`src/rtl/hex_msg_writer.sv`:
```
`default_nettype none
// +------------------------------------------------------------------------+
// | hex_msg_writer: switch/push-button entry of a hex message into a        |
// | segment-encoded linear buffer read by the marquee scroller.             |
// | Revision: 1.0                                                           |
// +------------------------------------------------------------------------+

module hex_msg_key #(
  parameter int DEB_CYCLES = 1000000
) (
  input  logic CLOCK_50,
  input  logic RESET_N,
  input  logic key_n,
  output logic press_p
);

  localparam int CW = $clog2(DEB_CYCLES + 1);
  localparam logic [CW-1:0] c_cnt_last = CW'(DEB_CYCLES - 1);

  logic          r_sync1;
  logic          r_sync2;
  logic          r_deb;
  logic          r_armed;
  logic          r_press;
  logic [CW-1:0] r_cnt;

  // Synchronisers reset to "pressed" so that arming needs genuine release evidence.
  always_ff @(posedge CLOCK_50 or negedge RESET_N) begin
    if (!RESET_N) begin
      r_sync1 <= 1'b0;
      r_sync2 <= 1'b0;
    end else begin
      r_sync1 <= key_n;
      r_sync2 <= r_sync1;
    end
  end

  // Until armed, the key must be seen released for a full window; a key held
  // through reset therefore never produces a press.
  always_ff @(posedge CLOCK_50 or negedge RESET_N) begin
    if (!RESET_N) begin
      r_deb   <= 1'b1;
      r_armed <= 1'b0;
      r_press <= 1'b0;
      r_cnt   <= '0;
    end else begin
      r_press <= 1'b0;
      if (!r_armed) begin
        if (r_sync2) begin
          if (r_cnt == c_cnt_last) begin
            r_armed <= 1'b1;
            r_cnt   <= '0;
          end else begin
            r_cnt <= r_cnt + 1'b1;
          end
        end else begin
          r_cnt <= '0;
        end
      end else if (r_sync2 != r_deb) begin
        if (r_cnt == c_cnt_last) begin
          r_deb   <= r_sync2;
          r_press <= ~r_sync2;
          r_cnt   <= '0;
        end else begin
          r_cnt <= r_cnt + 1'b1;
        end
      end else begin
        r_cnt <= '0;
      end
    end
  end

  assign press_p = r_press;

endmodule

module hex_msg_writer #(
  parameter int DEPTH      = 16,
  parameter int DEB_CYCLES = 1000000,
  localparam int AW        = $clog2(DEPTH)
) (
  input  logic          CLOCK_50,
  input  logic          RESET_N,
  input  logic [3:0]    SW,
  input  logic          KEY_WR,
  input  logic          KEY_DEL,
  input  logic          KEY_CLR,
  input  logic [AW-1:0] RD_ADDR,
  output logic [6:0]    RD_DATA,
  output logic [AW:0]   LEN,
  output logic          FULL,
  output logic          EMPTY,
  output logic          OVF,
  output logic [6:0]    HEX0,
  output logic [6:0]    HEX1
);

  localparam logic [6:0]  c_blank = 7'h7F;
  localparam logic [AW:0] c_depth = (AW + 1)'(DEPTH);

  function automatic logic [6:0] f_encode(input logic [3:0] d);
    logic [6:0] seg;
    case (d)
      4'h0: seg = 7'h40;
      4'h1: seg = 7'h79;
      4'h2: seg = 7'h24;
      4'h3: seg = 7'h30;
      4'h4: seg = 7'h19;
      4'h5: seg = 7'h12;
      4'h6: seg = 7'h02;
      4'h7: seg = 7'h78;
      4'h8: seg = 7'h00;
      4'h9: seg = 7'h10;
      4'hA: seg = 7'h08;
      4'hB: seg = 7'h03;
      4'hC: seg = 7'h46;
      4'hD: seg = 7'h21;
      4'hE: seg = 7'h06;
      default: seg = 7'h0E;
    endcase
    return seg;
  endfunction

  logic [2:0]    w_key_n;
  logic [2:0]    w_press;
  logic          w_wr_p;
  logic          w_del_p;
  logic          w_clr_p;
  logic          w_full;
  logic          w_empty;
  logic          w_do_write;
  logic [3:0]    w_len_digit;

  logic [AW:0]   r_len;
  logic          r_ovf;
  logic [6:0]    r_rd_data;
  logic [6:0]    r_hex0;
  logic [6:0]    r_hex1;
  logic [6:0]    r_mem [DEPTH];

  assign w_key_n = {KEY_CLR, KEY_DEL, KEY_WR};

  generate
    for (genvar i = 0; i < 3; i++) begin : g_key
      hex_msg_key #(
        .DEB_CYCLES (DEB_CYCLES)
      ) u_key (
        .CLOCK_50 (CLOCK_50),
        .RESET_N  (RESET_N),
        .key_n    (w_key_n[i]),
        .press_p  (w_press[i])
      );
    end
  endgenerate

  assign w_wr_p      = w_press[0];
  assign w_del_p     = w_press[1];
  assign w_clr_p     = w_press[2];
  assign w_full      = (r_len == c_depth);
  assign w_empty     = (r_len == '0);
  assign w_do_write  = w_wr_p && !w_del_p && !w_clr_p && !w_full;
  assign w_len_digit = 4'(r_len);

  // Clear dominates; a simultaneous append and delete cancel each other.
  always_ff @(posedge CLOCK_50 or negedge RESET_N) begin
    if (!RESET_N) begin
      r_len <= '0;
      r_ovf <= 1'b0;
    end else if (w_clr_p) begin
      r_len <= '0;
      r_ovf <= 1'b0;
    end else if (w_wr_p && !w_del_p) begin
      if (w_full) begin
        r_ovf <= 1'b1;
      end else begin
        r_len <= r_len + 1'b1;
      end
    end else if (w_del_p && !w_wr_p && !w_empty) begin
      r_len <= r_len - 1'b1;
      r_ovf <= 1'b0;
    end
  end

  always_ff @(posedge CLOCK_50) begin
    if (w_do_write) begin
      r_mem[r_len[AW-1:0]] <= f_encode(SW);
    end
  end

  // Entries at or beyond LEN read as blank, hiding stale RAM contents.
  always_ff @(posedge CLOCK_50 or negedge RESET_N) begin
    if (!RESET_N) begin
      r_rd_data <= c_blank;
      r_hex0    <= c_blank;
      r_hex1    <= c_blank;
    end else begin
      r_rd_data <= ({1'b0, RD_ADDR} < r_len) ? r_mem[RD_ADDR] : c_blank;
      r_hex0    <= f_encode(SW);
      r_hex1    <= w_full ? c_blank : f_encode(w_len_digit);
    end
  end

  assign RD_DATA = r_rd_data;
  assign LEN     = r_len;
  assign FULL    = w_full;
  assign EMPTY   = w_empty;
  assign OVF     = r_ovf;
  assign HEX0    = r_hex0;
  assign HEX1    = r_hex1;

endmodule

`default_nettype wire
```
`config.mk`:
```
export PLATFORM = sky130hd
export DESIGN_NAME = hex_msg_writer
export DESIGN_NICKNAME = d
export VERILOG_FILES = /design/src/rtl/hex_msg_writer.sv
export SDC_FILE = /design/constraint.sdc
export NUM_CORES = 1
export LEC_CHECK = 0
export CORE_ASPECT_RATIO = 0.5
export CORE_UTILIZATION = 54
export DETAILED_ROUTE_END_ITERATION = 8
export HOLD_SLACK_MARGIN = 0.15
export PLACE_DENSITY_LB_ADDON = 0.2
export SETUP_SLACK_MARGIN = 0.3
export SYNTH_ARGS = -nofsm -noshare
export SYNTH_HDL_FRONTEND = slang
export SYNTH_SLANG_ARGS = --single-unit
export TNS_END_PERCENT = 30
```
`constraint.sdc`:
```
create_clock -name CLOCK_50 -period 2.1 [get_ports CLOCK_50]
set_clock_uncertainty 0.15 [all_clocks]
set_input_delay 0.63 -clock CLOCK_50 [delete_from_list [all_inputs] [get_ports CLOCK_50]]
set_output_delay 0.63 -clock CLOCK_50 [all_outputs]
set_load 0.01 [all_outputs]
```
# Word-level counts from Yosys, hierarchy flattened

Memory sizes are Yosys's and may differ from the RTL's. A register that Yosys moved wholly into a read port is not among the register bits.
Cells that the tools add are included.

Register bits after elaboration: 95
Memory bits (writable): 112
Memory bits (read-only): 336
Bits of input ports: 13
Output and inout bits: 29
Word-level logic and storage cells: 105
Memories kept: 4

Add/sub/neg operators: 5
$lt $le $gt $ge: 1
Eq/ne operators: 9
Multiplexer cells: 43
Bitwise logic cells: 3
Reductions and logical operators: 18

Memories:

| name            | words | width | read ports | clocked after memory_dff | write ports | line | source |
|---|---|---|---|---|---|---|---|
| (no name shown) | 16    | 7     | 1          | 1                        | 0           | 103  | `case (d)` |
| (no name shown) | 16    | 7     | 1          | 0                        | 0           | 103  |  |
| (no name shown) | 16    | 7     | 1          | 0                        | 0           | 103  |  |
| r_mem           | 16    | 7     | 1          | 0                        | 1           | 139  | `logic [6:0] r_mem [DEPTH];` |

Operator list:

| operator                                          | count |
|---|---|
| 2-to-1 mux 20 bit                                 | 12 |
| adder 20 x 1 -> 20 bit (second input constant)    | 3 |
| == test 20 bit (second input constant)            | 3 |
| 2-to-1 mux 1 bit                                  | 24 |
| 2-to-1 mux 7 bit                                  | 3 |
| 2-to-1 mux 5 bit                                  | 4 |
| AND reduction 3 bit                               | 3 |
| zero test 1 bit                                   | 6 |
| != test 3 x 2 -> 1 bit (second input constant)    | 2 |
| adder 5 x 1 -> 5 bit (second input constant)      | 1 |
| == test 5 bit (second input constant)             | 1 |
| logical AND 1 bit                                 | 5 |
| zero test 5 bit                                   | 1 |
| less-than comparator 4 x 5 -> 1 bit               | 1 |
| subtractor 5 x 1 -> 5 bit (second input constant) | 1 |
| AND reduction 2 bit                               | 2 |
| != test 1 bit                                     | 3 |
| inverter 1 bit                                    | 3 |
| nonzero test 3 bit                                | 1 |

# Logic depth before layout (Yosys ltp)

Word-level depth: 6
Gate-level depth with buffers: 7
Mapped depth without buffers: 7

# By module

A second synthesis with hierarchy kept.

Cell total of the unflattened synthesis: 711
Area total of the unflattened synthesis: 9766.9 sq um

By module, submodules not included:

| module         | times used | cells an instance | area each (sq um) | seq. area each (sq um) |
|---|---|---|---|---|
| hex_msg_writer | 1          | 348               | 6035.8            | 4065.1 |
| hex_msg_key    | 3          | 121               | 1243.7            | 626.9 |

# Worst setup path after synthesis

Ideal clock, no wire load.

Kind: input -> register
Start: input port RD_ADDR[0]
End: register r_rd_data[0] (netlist: RD_DATA[0])
Library setup time: 0.100 ns
Arrival: 2.127 ns
Required time: 1.850 ns
Setup slack: -0.278 ns
Stages: 5
Path buffers: 1
Path through: clkbuf_1 -> mux4_2 -> a22o_1 -> a221oi_1 -> o21ai_0

Longest elaborated chain between the ends: 2
Elaborated cells between the ends (all ways): 3
Classes of those cells: order compare (1); mux (1); memory (1)

Ends and longest elaborated chain:

| item                                                                                   | line | source |
|---|---|---|
| start: declaration                                                                     | 88   | `input logic [AW-1:0] RD_ADDR,` |
| memory read (16 x 7 bit) / less-than comparator 4 x 5 -> 1 bit (equally long branches) | n/a  |  |
| 2-to-1 mux 7 bit *                                                                     | 197  | `r_rd_data <= ({1'b0, RD_ADDR} < r_len) ? r_mem[RD_ADDR] : c_blank;` |
| end signal: assignment                                                                 | 193  | `r_rd_data <= c_blank;` |
| end signal: assignment                                                                 | 197  |  |
| end: declaration                                                                       | 136  | `logic [6:0] r_rd_data;` |

Mark *: on every way between the ends. The rest lies on a longest branch, timed or not.
A chain may end at the register's enable or synchronous reset.

# Final worst setup path

Start: register r_len[1] (netlist: LEN[1])
End: output port EMPTY

Longest elaborated chain between the ends: 1

Ends and longest elaborated chain:

| item                     | line | source |
|---|---|---|
| start: declaration       | 134  | `logic [AW:0] r_len;` |
| start signal: assignment | 176  | `r_len <= r_len + 1'b1;` |
| start signal: assignment | 179  | `r_len <= r_len - 1'b1;` |
| zero test 5 bit          | 160  | `assign w_empty = (r_len == '0);` |
| end: declaration         | 92   | `output logic EMPTY,` |

Every way passes these cells.

==> summary.md <==
## Clocking
- Clk pin slew, worst setup/hold paths: 0.07 ns
- worst skew pair latency: 0.50 ns
- htree depth: 1
- CTS tree: done
- number of clock sinks: 214
- Longest Clk Path Bufs: 3
- Clk Tree Root Cell: sky130_fd_sc_hd__clkbuf_16
- total clock buffers created by CTS: 20

## STA
- number of max-slew violations in the final report: 0
- slew at the pin closest to its max-slew limit: 0.557 ns
- final worst path period need: 2.35 ns
- RSZ-0062 raised after global routing: true
- maximum clock frequency: 426 MHz
- post-route clock period utilization: 112%
- final setup violating endpoints: 5
- tightest slew margin relative to the limit: 62.7%
- Final Hold Violating Endpoints: 0
- Worst Setup Slack, final: -0.249 ns

## Place
- detailed-placement wirelength estimate: 13100 um
- routability congestion estimate from global placement: 0.853
- number of port buffers: 41
- Cell Count Post-Placement: 1029

## Status
- run status: finished, violations left
- violated checks: negative setup slack

## Worst setup path
- register-to-register setup slack: -0.20 ns
- Setup Crit Path Kind: reg2out
- highest fanout seen on the critical path: 3
- critical path launch point type: flip-flop
- kind of end point of the critical path: output pin
- Required @ worst endpoint: 1.32 ns
- number of cell instances on the worst register-to-register path: 7
- terminus of the critical flop-to-flop path: LEN[4]$_DFFE_PN0P_
- data arrival time of the critical path: 1.57 ns
- startpoint of the worst-slack reg-to-reg timing path: LEN[1]$_DFFE_PN0P_

## Global routing
- vias in the first global route: 6451
- maximum number of pins on one net before global-route repair: 33
- total gr overflow: 0
- overall global routing resource usage: 25.5%
- number of antenna violations at the first check in global routing: 0
- global-route wire length before repair: 34600 um

## Synthesis
- cell taking the most area after synthesis: sky130_fd_sc_hd__edfxtp_1
- fraction of the mapped netlist area in adder cells: 2.88%
- area fraction of the dominant cell type after synthesis: 35.8%
- most numerous cell in the Yosys netlist: sky130_fd_sc_hd__edfxtp_1
- leading register cell type out of synthesis: sky130_fd_sc_hd__edfxtp_1
- Yosys warnings: 0
- cells after synthesis: 698
- number of flip-flops and latches in the synthesized netlist: 214
- number of flops mapped to enable cells by yosys: 112
- xor/xnor cell area share of the yosys netlist: 3.82%
- post-synth cell types: 51
- share of synthesized registers carrying an async set or reset: 47.7%
- Post-Synthesis Mean Instance Area: 13.5 um^2
- simple-gate area share of the yosys netlist: 12.7%
- most frequent cells after synthesis: 112 x sky130_fd_sc_hd__edfxtp_1, 78 x sky130_fd_sc_hd__dfrtp_1, 77 x sky130_fd_sc_hd__nor2_1, 38 x sky130_fd_sc_hd__nand2_1, 32 x sky130_fd_sc_hd__nand3_1
- complex-gate fraction of the synthesized area: 6.99%
- area of the mapped netlist: 9400 um^2
- largest family of logic cells by synthesized area: simple AND/OR/NAND/NOR gates
- largest cells by area after synthesis: sky130_fd_sc_hd__edfxtp_1 36%, sky130_fd_sc_hd__dfrtp_1 21%, sky130_fd_sc_hd__mux4_2 6.9%
- net count after synthesis: 732
- sequential fraction of the synthesis area: 63.3%
- multiplexer area fraction after synthesis: 8.51%

## Cells and area
- post-synthesis to final-layout area growth: 39.4%
- final cell count without fillers: 1117
- post-layout utilization of the core: 78.5%
- n_diodes: 0
- number of nets in the final layout: 911
- proportion of layout cells with a drive suffix above 1: 47.2%

## Routing
- total met3 wirelength after detailed routing: 1270 um
- drt pass-1 iters: 5
- M1 wire length: 10100 um
- highest metal layer used by the detailed router: met4
- drt total wl: 24800 um
- Detail Route Antenna Nets: 0
- drt wl/cell: 22.2 um
- Met2 Routed Length: 12900 um
- vias per cell: 6.11
- total via count in the routed design: 6821
- initial drt markers: 546
- DRC Markers: 0

## Floorplan
- overall die area: 18000 um^2
- Starting Density: 56.3%
- height of the die: 95.3 um
- top-level I/O count: 42
- floorplan row count: 33
- placeable core region: 16700 um^2
- Die Span X: 189 um

## Power and ir drop
- Cell Pwr Density: 659 nW/um^2
- static power due to leakage: 4.95 nW
- worst supply voltage drop on vdd: 0.498 mV

## Worst hold path
- path type of the worst min-delay path: reg2reg
- launch instance of the worst min-delay path: g_key[2].u_key.r_sync1$_DFF_PN0_
- hold path cells: 0
- hold path endpoint: g_key[2].u_key.r_sync2$_DFF_PN0_

## Job
- total of max-cap violations: 0

flip-flops by register name, indices dropped and copies added (netlist names):
name / count
r_mem: 112
g_key.u_key.r_cnt: 60
HEX0: 7
HEX1: 7
RD_DATA: 7
LEN: 5
g_key.u_key.press_p: 3
g_key.u_key.r_armed: 3
g_key.u_key.r_deb: 3
g_key.u_key.r_sync1: 3
g_key.u_key.r_sync2: 3
OVF: 1
metrics by stage:
step	total power [mW]	instance area (um^2)	TNS (ns)	hold WS [ns]	setup WS [ns]
finish	8.64	13100	-0.670	0.206	-0.249
global route	8.89	13100	-1.02	0.220	-0.274
CTS	8.59	12400	-0.392	0.210	-0.216
detailed placement	5.14	11000	-55.37	0.197	-0.555
global placement	5.12	11000	-47.40	0.185	-0.476
floorplan	4.87	9640	0	0.181	0.0836
worst max-delay path by stage:
stage	start	end	slack, ns	depth (start not counted)
after floorplan	g_key[1].u_key.press_p$_DFF_PN0_	LEN[4]$_DFFE_PN0P_	0.08	6
after CTS	LEN[1]$_DFFE_PN0P_	EMPTY	-0.22	4
after global routing	LEN[1]$_DFFE_PN0P_	EMPTY	-0.27	4
after detailed placement	SW[1]	r_mem[12][5]$_DFFE_PP_	-0.56	5
after global placement	SW[0]	r_mem[4][3]$_DFFE_PP_	-0.48	5
final	LEN[1]$_DFFE_PN0P_	EMPTY	-0.25	4
placed cells by master, fill, tap and decap left out, drive strengths merged, types with 12 or more instances in the layout:
| cell type | instances |
|---|---|
| a21oi | 29 |
| buf | 165 |
| clkbuf | 36 |
| dfrtp | 78 |
| dfstp | 24 |
| edfxtp | 112 |
| ha | 20 |
| inv | 15 |
| mux4 | 31 |
| nand2 | 38 |
| nand3 | 32 |
| nand4 | 14 |
| nor2 | 77 |
| o21ai | 26 |
| o31ai | 12 |
| or4 | 13 |
| xnor2 | 16 |
| xor2 | 25 |
cell type report:
cell class                 count  area (um^2)
sequential                   214         5950
multi-input combinational    445         4300
fill                         875         3580
timing repair buffer         180         1900
clock buffer                  32          587
tap                          227          284
inverter                      16         66.3
clock inverter                 3         13.8
what timing repair did:
action / CTS / global route
resized for setup: 289 / 103
hold buffers: 1 / 0
endpoints found under the setup margin: 299 / 258
cloned: 6 / 4
pin swaps: 70 / 47
endpoints found under the hold margin: 23 / 0
buffers inserted: 24 / 18
critical path, cell delays in order, from the launching register on:
cell and delay (ns):
sky130_fd_sc_hd__dfrtp_2 0.43, sky130_fd_sc_hd__inv_2 0.10, sky130_fd_sc_hd__ha_4 0.16, sky130_fd_sc_hd__nor4b_4 0.21, sky130_fd_sc_hd__buf_2 0.18
power by group:
group / leakage, nW / internal, mW / total, mW / switching (mW)
sequential: 2.37 / 4.51 / 4.55 / 0.0373
clock: 0.293 / 1.91 / 3.41 / 1.50
combinational: 2.28 / 0.321 / 0.675 / 0.354
total: 4.95 / 6.74 / 8.64 / 1.89
cell families after synthesis:
group | count (synthesis)
fa+ha+maj | 21
flops | 214
simple gates | 236
buf+inv | 43
mux | 43
compound gates | 100
xor+xnor | 41
metal layers:
metal,up-vias,global-route usage [%]
met1,3512,33.3
met4,0,6.52
met3,54,3.94
met5,-,0
met2,243,45.3
li1,3012,-
Note: power is estimated with default switching activity, not from simulation.
